## src/rtl/datmem_pkg.sv

```systemverilog
// -----------------------------------------------------------------------------
// datmem_pkg
// Types and helper functions shared by the synchronous data memory.
//   dm_state_t   : controller state (array clear sweep, then normal service).
//   dm_rsp_t     : registered response flags. The read data is carried
//                  separately because its width is a per-instance parameter.
//   dm_lanes     : byte lanes per data word.
//   dm_lane_bits : byte-offset bits inside a word, log2(DWIDTH/8).
//   dm_idx_width : word-index width, log2(DEPTH).
// Optional build macro used by datmem_sync: DATMEM_ZERO_LOCK_EN.
// -----------------------------------------------------------------------------
package datmem_pkg;

  typedef enum logic [0:0] {
    DM_INIT = 1'b0,
    DM_RUN  = 1'b1
  } dm_state_t;

  typedef struct packed {
    logic valid;
    logic err;
  } dm_rsp_t;

  function automatic int dm_lanes(input int dwidth);
    return dwidth / 8;
  endfunction

  function automatic int dm_lane_bits(input int dwidth);
    return $clog2(dwidth / 8);
  endfunction

  function automatic int dm_idx_width(input int depth);
    return (depth > 1) ? $clog2(depth) : 1;
  endfunction

endpackage

```

## src/rtl/datmem_array.sv

```systemverilog
// -----------------------------------------------------------------------------
// datmem_array
// Plain DEPTH x DWIDTH single-port RAM with per-byte write enables and a
// registered read port. The read register is cleared by rst and returns to
// zero on every cycle without a read, so it can drive a response bus directly.
// Ports:
//   clk      in   rising-edge clock
//   rst      in   synchronous active-high reset (read register only)
//   we_i     in   write this cycle
//   re_i     in   read this cycle (result visible next cycle)
//   idx_i    in   word index
//   wdata_i  in   write data
//   be_i     in   byte-lane write enables
//   rdata_o  out  registered read data
// -----------------------------------------------------------------------------
module datmem_array
  import datmem_pkg::*;
#(
  parameter int DWIDTH = 32,
  parameter int DEPTH  = 128,
  parameter int IWIDTH = 7
) (
  input  logic                   clk,
  input  logic                   rst,
  input  logic                   we_i,
  input  logic                   re_i,
  input  logic [IWIDTH-1:0]      idx_i,
  input  logic [DWIDTH-1:0]      wdata_i,
  input  logic [DWIDTH/8-1:0]    be_i,
  output logic [DWIDTH-1:0]      rdata_o
);

  localparam int NB = dm_lanes(DWIDTH);

  logic [DWIDTH-1:0] mem_q [DEPTH];
  logic [DWIDTH-1:0] rdata_q;

  // Byte-lane write into the storage array.
  always_ff @(posedge clk) begin
    if (we_i) begin
      for (int k = 0; k < NB; k++) begin
        if (be_i[k]) begin
          mem_q[idx_i][k*8 +: 8] <= wdata_i[k*8 +: 8];
        end
      end
    end
  end

  // Registered read; idles at zero when no read is issued.
  always_ff @(posedge clk) begin
    if (rst) begin
      rdata_q <= '0;
    end else if (re_i) begin
      rdata_q <= mem_q[idx_i];
    end else begin
      rdata_q <= '0;
    end
  end

  assign rdata_o = rdata_q;

endmodule

```

## src/rtl/datmem_sync.sv

```systemverilog
// -----------------------------------------------------------------------------
// datmem_sync
// Synchronous, byte-addressed, single-port data memory for the MEM stage.
// After reset the whole array is swept to zero (one word per cycle) before
// requests are accepted. Each accepted request produces exactly one response
// on the following cycle; misaligned or out-of-range requests are answered
// with rsp_err and leave the array untouched.
// Build option: define DATMEM_ZERO_LOCK_EN to hardwire word 0 to zero
// (writes to it are rejected with rsp_err, reads return zero).
// Ports:
//   clk        in   rising-edge clock
//   rst        in   synchronous active-high reset
//   req_valid  in   request present
//   req_ready  out  request can be accepted this cycle
//   req_we     in   1 = write, 0 = read
//   req_addr   in   byte address
//   req_wdata  in   write data
//   req_be     in   byte-lane write enables
//   rsp_valid  out  one-cycle response strobe per accepted request
//   rsp_rdata  out  read data (zero unless a good read is responding)
//   rsp_err    out  request rejected
// -----------------------------------------------------------------------------
module datmem_sync
  import datmem_pkg::*;
#(
  parameter int DWIDTH = 32,
  parameter int DEPTH  = 128,
  parameter int AWIDTH = 32
) (
  input  logic                clk,
  input  logic                rst,
  input  logic                req_valid,
  output logic                req_ready,
  input  logic                req_we,
  input  logic [AWIDTH-1:0]   req_addr,
  input  logic [DWIDTH-1:0]   req_wdata,
  input  logic [DWIDTH/8-1:0] req_be,
  output logic                rsp_valid,
  output logic [DWIDTH-1:0]   rsp_rdata,
  output logic                rsp_err
);

  localparam int NB = dm_lanes(DWIDTH);
  localparam int LB = dm_lane_bits(DWIDTH);
  localparam int IW = dm_idx_width(DEPTH);
  localparam logic [IW-1:0] LAST_IDX = IW'(DEPTH - 1);

  dm_state_t         state_q, state_d;
  logic [IW-1:0]     cnt_q, cnt_d;
  logic              ready_q;
  dm_rsp_t           rsp_q, rsp_d;

  logic [AWIDTH-1:0] word_full;
  logic [IW-1:0]     req_idx;
  logic              misaligned;
  logic              out_of_range;
  logic              zero_word;
  logic              req_err;
  logic              acc;
  logic              sweep_we;

  logic              arr_we;
  logic              arr_re;
  logic [IW-1:0]     arr_idx;
  logic [DWIDTH-1:0] arr_wdata;
  logic [NB-1:0]     arr_be;
  logic [DWIDTH-1:0] arr_rdata;

  // Address decode of the request currently presented.
  always_comb begin
    word_full    = req_addr >> LB;
    req_idx      = word_full[IW-1:0];
    misaligned   = |req_addr[LB-1:0];
    out_of_range = (word_full >= AWIDTH'(DEPTH));
`ifdef DATMEM_ZERO_LOCK_EN
    zero_word    = ~out_of_range & (req_idx == '0);
`else
    zero_word    = 1'b0;
`endif
    // A locked word 0 only rejects writes; reads of it simply return zero.
    req_err      = misaligned | out_of_range | (zero_word & req_we);
  end

  // rst has priority: a request seen in a reset cycle is not accepted.
  assign acc = req_valid & ready_q & ~rst;

  // Controller next state: clear sweep in INIT, then stay in RUN.
  always_comb begin
    state_d  = state_q;
    cnt_d    = cnt_q;
    sweep_we = 1'b0;
    case (state_q)
      DM_INIT: begin
        sweep_we = 1'b1;
        cnt_d    = cnt_q + IW'(1);
        if (cnt_q == LAST_IDX) begin
          state_d = DM_RUN;
        end else begin
          state_d = DM_INIT;
        end
      end
      DM_RUN: begin
        cnt_d   = '0;
        state_d = DM_RUN;
      end
      default: begin
        cnt_d   = '0;
        state_d = DM_INIT;
      end
    endcase
  end

  // Array port steering: sweep owns the port in INIT, requests in RUN.
  always_comb begin
    arr_we    = 1'b0;
    arr_re    = 1'b0;
    arr_idx   = req_idx;
    arr_wdata = req_wdata;
    arr_be    = req_be;
    if (sweep_we) begin
      arr_we    = ~rst;
      arr_idx   = cnt_q;
      arr_wdata = '0;
      arr_be    = '1;
    end else begin
      arr_we = acc & req_we & ~req_err;
      // Reads of a locked word 0 are not issued so the zero-idle read
      // register supplies the hardwired zero.
      arr_re = acc & ~req_we & ~req_err & ~zero_word;
    end
  end

  // Response flags for the cycle after an accept.
  always_comb begin
    rsp_d.valid = acc;
    rsp_d.err   = acc & req_err;
  end

  // Controller and response registers.
  always_ff @(posedge clk) begin
    if (rst) begin
      state_q <= DM_INIT;
      cnt_q   <= '0;
      ready_q <= 1'b0;
      rsp_q   <= '0;
    end else begin
      state_q <= state_d;
      cnt_q   <= cnt_d;
      ready_q <= (state_d == DM_RUN);
      rsp_q   <= rsp_d;
    end
  end

  datmem_array #(
    .DWIDTH (DWIDTH),
    .DEPTH  (DEPTH),
    .IWIDTH (IW)
  ) u_array (
    .clk     (clk),
    .rst     (rst),
    .we_i    (arr_we),
    .re_i    (arr_re),
    .idx_i   (arr_idx),
    .wdata_i (arr_wdata),
    .be_i    (arr_be),
    .rdata_o (arr_rdata)
  );

  assign req_ready = ready_q;
  assign rsp_valid = rsp_q.valid;
  assign rsp_err   = rsp_q.err;
  assign rsp_rdata = arr_rdata;

endmodule

```

## config.mk

```make
export PLATFORM = sky130hd
export DESIGN_NAME = datmem_sync
export DESIGN_NICKNAME = d
export VERILOG_FILES = /design/src/rtl/datmem_pkg.sv /design/src/rtl/datmem_array.sv /design/src/rtl/datmem_sync.sv
export SDC_FILE = /design/constraint.sdc
export NUM_CORES = 2
export LEC_CHECK = 0
export CAP_MARGIN = 20
export CORE_UTILIZATION = 50
export CTS_BUF_LIST = sky130_fd_sc_hd__clkbuf_8
export DETAILED_ROUTE_END_ITERATION = 10
export PLACE_DENSITY = 0.65
export SLEW_MARGIN = 10
export SYNTH_ARGS = -nofsm -noshare
export SYNTH_HDL_FRONTEND = slang
export SYNTH_SLANG_ARGS = --single-unit
```

## constraint.sdc

```tcl
create_clock -name clk -period 4.4 [get_ports clk]
set_clock_uncertainty 0.15 [all_clocks]
set_input_delay 0.66 -clock clk [delete_from_list [all_inputs] [get_ports clk]]
set_output_delay 0.66 -clock clk [all_outputs]
set_load 0.05 [all_outputs]
```

==> metrics <==
status=finished clean; Root Buffer=clkbuf_8; cells on worst reg2reg path=8; min-delay src=req_wdata[4]; DRT Wirelength=~500000 um; num rows=approximately 210; drt via density=between 5 and 6; CP Data Required Time=approximately 5.3 ns; commonest cells after routing, fill and taps aside=4096 x edfxtp_1, 2182 x nand2_1, 1078 x buf_4; CTS Buf Count=658; max-slew violation count=0; cell area power density=approximately 410 nW/um^2; Synth top area share=approximately three quarters; syn avg cell area=between 10 and 15 um^2; Final Hold Viols=0; number of global-route vias before repair=between 90000 and 100k; drt first-iter violations=between 10000 and 15000; CP arrival=~5.2 ns; Final #Nets=~12000; clock slew at reported path FFs=roughly 0.060 ns; crit start category=flop; type of destination of the critical path=flop; Tcrit/Tclk final=a little over nine tenths; pin count of the biggest net entering global routing=about 130; grt ovf=0; wire per inst=approximately 29 um; register bit count reported by yosys=around 4100; worst r2r dst=u_array.rdata_o[23]; via count=about 100k; post-CTS setup buffers=0; Post-route DRC=0; Min Clock Period, post-route=4.30 ns; Worst Hold Path EP=u_array.mem_q[17][4]; Filler cells=~24000; Worst Hold Class=input port to flop; max-cap viol count=0; CTS tree=yes; dpl hpwl=328000 um; crit path cell chain=inv_1 -> a22oi_2 -> buf_12 -> buf_12 -> o22ai_1 -> o31a_1 -> o41ai_1 -> a41oi_1; Routed Antenna Nets=0; # clock sinks=~4100; LEAKAGE=slightly below 70 nW; # IOs=107; GRT Total Usage=~30%; largest cells by area after synthesis=edfxtp_1 76%, mux2i_1 6.3%, nand2_1 5.1%; CTS Buffer Depth=4; Top FF cell, synth=edfxtp_1; global-route wire length before repair=roughly 700000 um; Post-synth EDFFs=4096; fmax=~230 MHz; setup TNS=0 ns; Worst-Skew Late Latency=between 1 and 1.5 ns; dpl cell area=about 180000 um^2; H-tree depth=6; CP dominant cell by count=buf_12; Worst VDD drop=~0.35 mV; Mapped Nets=around 11000; commonest non-fill, non-tap cell in the layout=edfxtp_1; largest fanout on the critical path=115; GP Congestion=around 0.94; worst r2r src=cnt_q[2]; RSZ-0062 raised after global routing=no; max_slew headroom=about 20%; Synth cell types=40; Die Area=327000 um^2; initial antenna violation count=40; WHS=between 0.2 and 0.3 ns; reg2reg setup slack=approximately 0.1 ns; layout cells sized above 1=between 10% and 20%; starting utilization of the core area=about half; largest area contributor in the netlist=edfxtp_1; async set or reset register ratio after synthesis=0%; Synth Instances=10900; worst-margin pin slew=roughly 1.2 ns; crit path kind=flop to flop; Die Wd=around 570 um; Hold Path Stages=2; Setup Viol. Count Final=0; post-route cell area=~190000 um^2; CP max-delay cell=o41ai_1; die height=between 500 and 600 um; Crit path max-delay family=compound AO/OA/AOI/OAI gates; First-pass DRT Iterations=8; Buffers on Ports=106; Crit path largest cell delay=between 1 and 1.5 ns; area delta synth->final=16.8%; Seq/Total Area, Yosys=76.4%; Syn. warnings=0; buffers and inverters on the worst path=3; synthesized area=162000 um^2; CORE AREA=about 320000 um^2
[per-layer routing]
layer / up-vias / share of wire [%] / GRT usage (%)
met5: - / 0.036 / 0.338
met3: 1128 / 10 / 7.25
met1: 51300 / 38 / 39.4
met4: 28 / 6.8 / 18.4
met2: 5758 / 45 / 45.4
li1: 44100 / - / -
[timing repair]
| action | CTS | global route |
|---|---|---|
| endpoints found under the setup margin | 0 | 0 |
| gates resized for setup | 0 | 0 |
| endpoints found under the hold margin | 3 | 0 |
| hold buffers | 5 | 0 |
[worst max path at each step]
stage	depth (start not counted)	slack [ns]	end	startpoint
finish	8	0.1	u_array.rdata_o[23]	cnt_q[2]
floorplan	5	0.40	u_array.mem_q[0][22]	req_ready
global route	8	0.07	u_array.rdata_o[23]	cnt_q[2]
detailed placement	10	-0.67	u_array.rdata_o[23]	req_addr[4]
CTS	8	0.13	u_array.rdata_o[23]	cnt_q[2]
global placement	10	-0.65	u_array.rdata_o[8]	req_addr[4]
[state kept, by name (all words and copies together) (netlist names)]
signal	count
rsp_valid	1
req_ready	1
u_array.mem_q	4096
rsp_err	1
u_array.rdata_o	32
cnt_q	7
[metrics by stage]
stage	power, mW	instances	util, %	worst slack (ns)
6_report	77.5	17000	58.8	0.0979
5_1_grt	79.6	17000	58.8	0.0668
4_1_cts	77.7	17000	58.8	0.133
3_5_place_dp	47.7	15800	55.0	-0.673
3_3_place_gp	47.7	15800	55.0	-0.647
2_1_floorplan	45.9	10900	-	0.399
[cell usage after synthesis (2+ instances only)]
| library cell | number |
|---|---|
| dfxtp_1 | 42 |
| and3_1 | 2 |
| edfxtp_1 | 4096 |
| o41ai_1 | 128 |
| buf_6 | 4 |
| o22ai_1 | 513 |
| o31ai_1 | 2 |
| o31a_1 | 512 |
| buf_4 | 9 |
| buf_1 | 52 |
| and2_1 | 48 |
| inv_1 | 7 |
| mux2i_1 | 1025 |
| a32oi_1 | 2 |
| nor4_1 | 5 |
| nor2_1 | 535 |
| nand3_1 | 6 |
| nor3_1 | 2 |
| nand3b_1 | 3 |
| o21ai_0 | 4 |
| buf_2 | 136 |
| clkbuf_1 | 528 |
| a41oi_1 | 32 |
| a21oi_1 | 1025 |
| o21ai_1 | 4 |
| xnor2_1 | 4 |
| nand2_1 | 2182 |
[power breakdown]
part	switching, mW	internal [mW]
Combinational	2.83	1.42
Sequential	0.0165	42.7
Clock	15.3	15.2
[layout make-up]
type | count | area (um^2) | share of cell area, %
clock inverter | 495 | 2700 | 1.42
sequential | 4138 | 124000 | 65.4
inverter | 7 | 26.3 | 0.0139
multi-input combinational | 6046 | 35600 | 18.8
tap | 4305 | 5390 | 2.85
timing repair buffer | 1344 | 12300 | 6.50
clock buffer | 679 | 9350 | 4.94
antenna | 33 | 82.6 | 0.0436
[kinds of logic (layout without fill, tap and decap cells)]
kind of cell / count (synthesis) / count (layout) / share of synthesized area [%]
multiplexers: 1026 / 1026 / 6.34
AND/OR/NAND/NOR: 2788 / 2788 / 6.56
adder cells (fa/ha/maj): 1 / 1 / 0.00772
other: 0 / 33 / 0
flip-flops: 4138 / 4138 / 76.4
XOR/XNOR: 5 / 5 / 0.0270
AO/OA/AOI/OAI: 2226 / 2226 / 8.84
buffers and inverters: 737 / 2525 / 1.85
(Power assumes the default switching activity.)
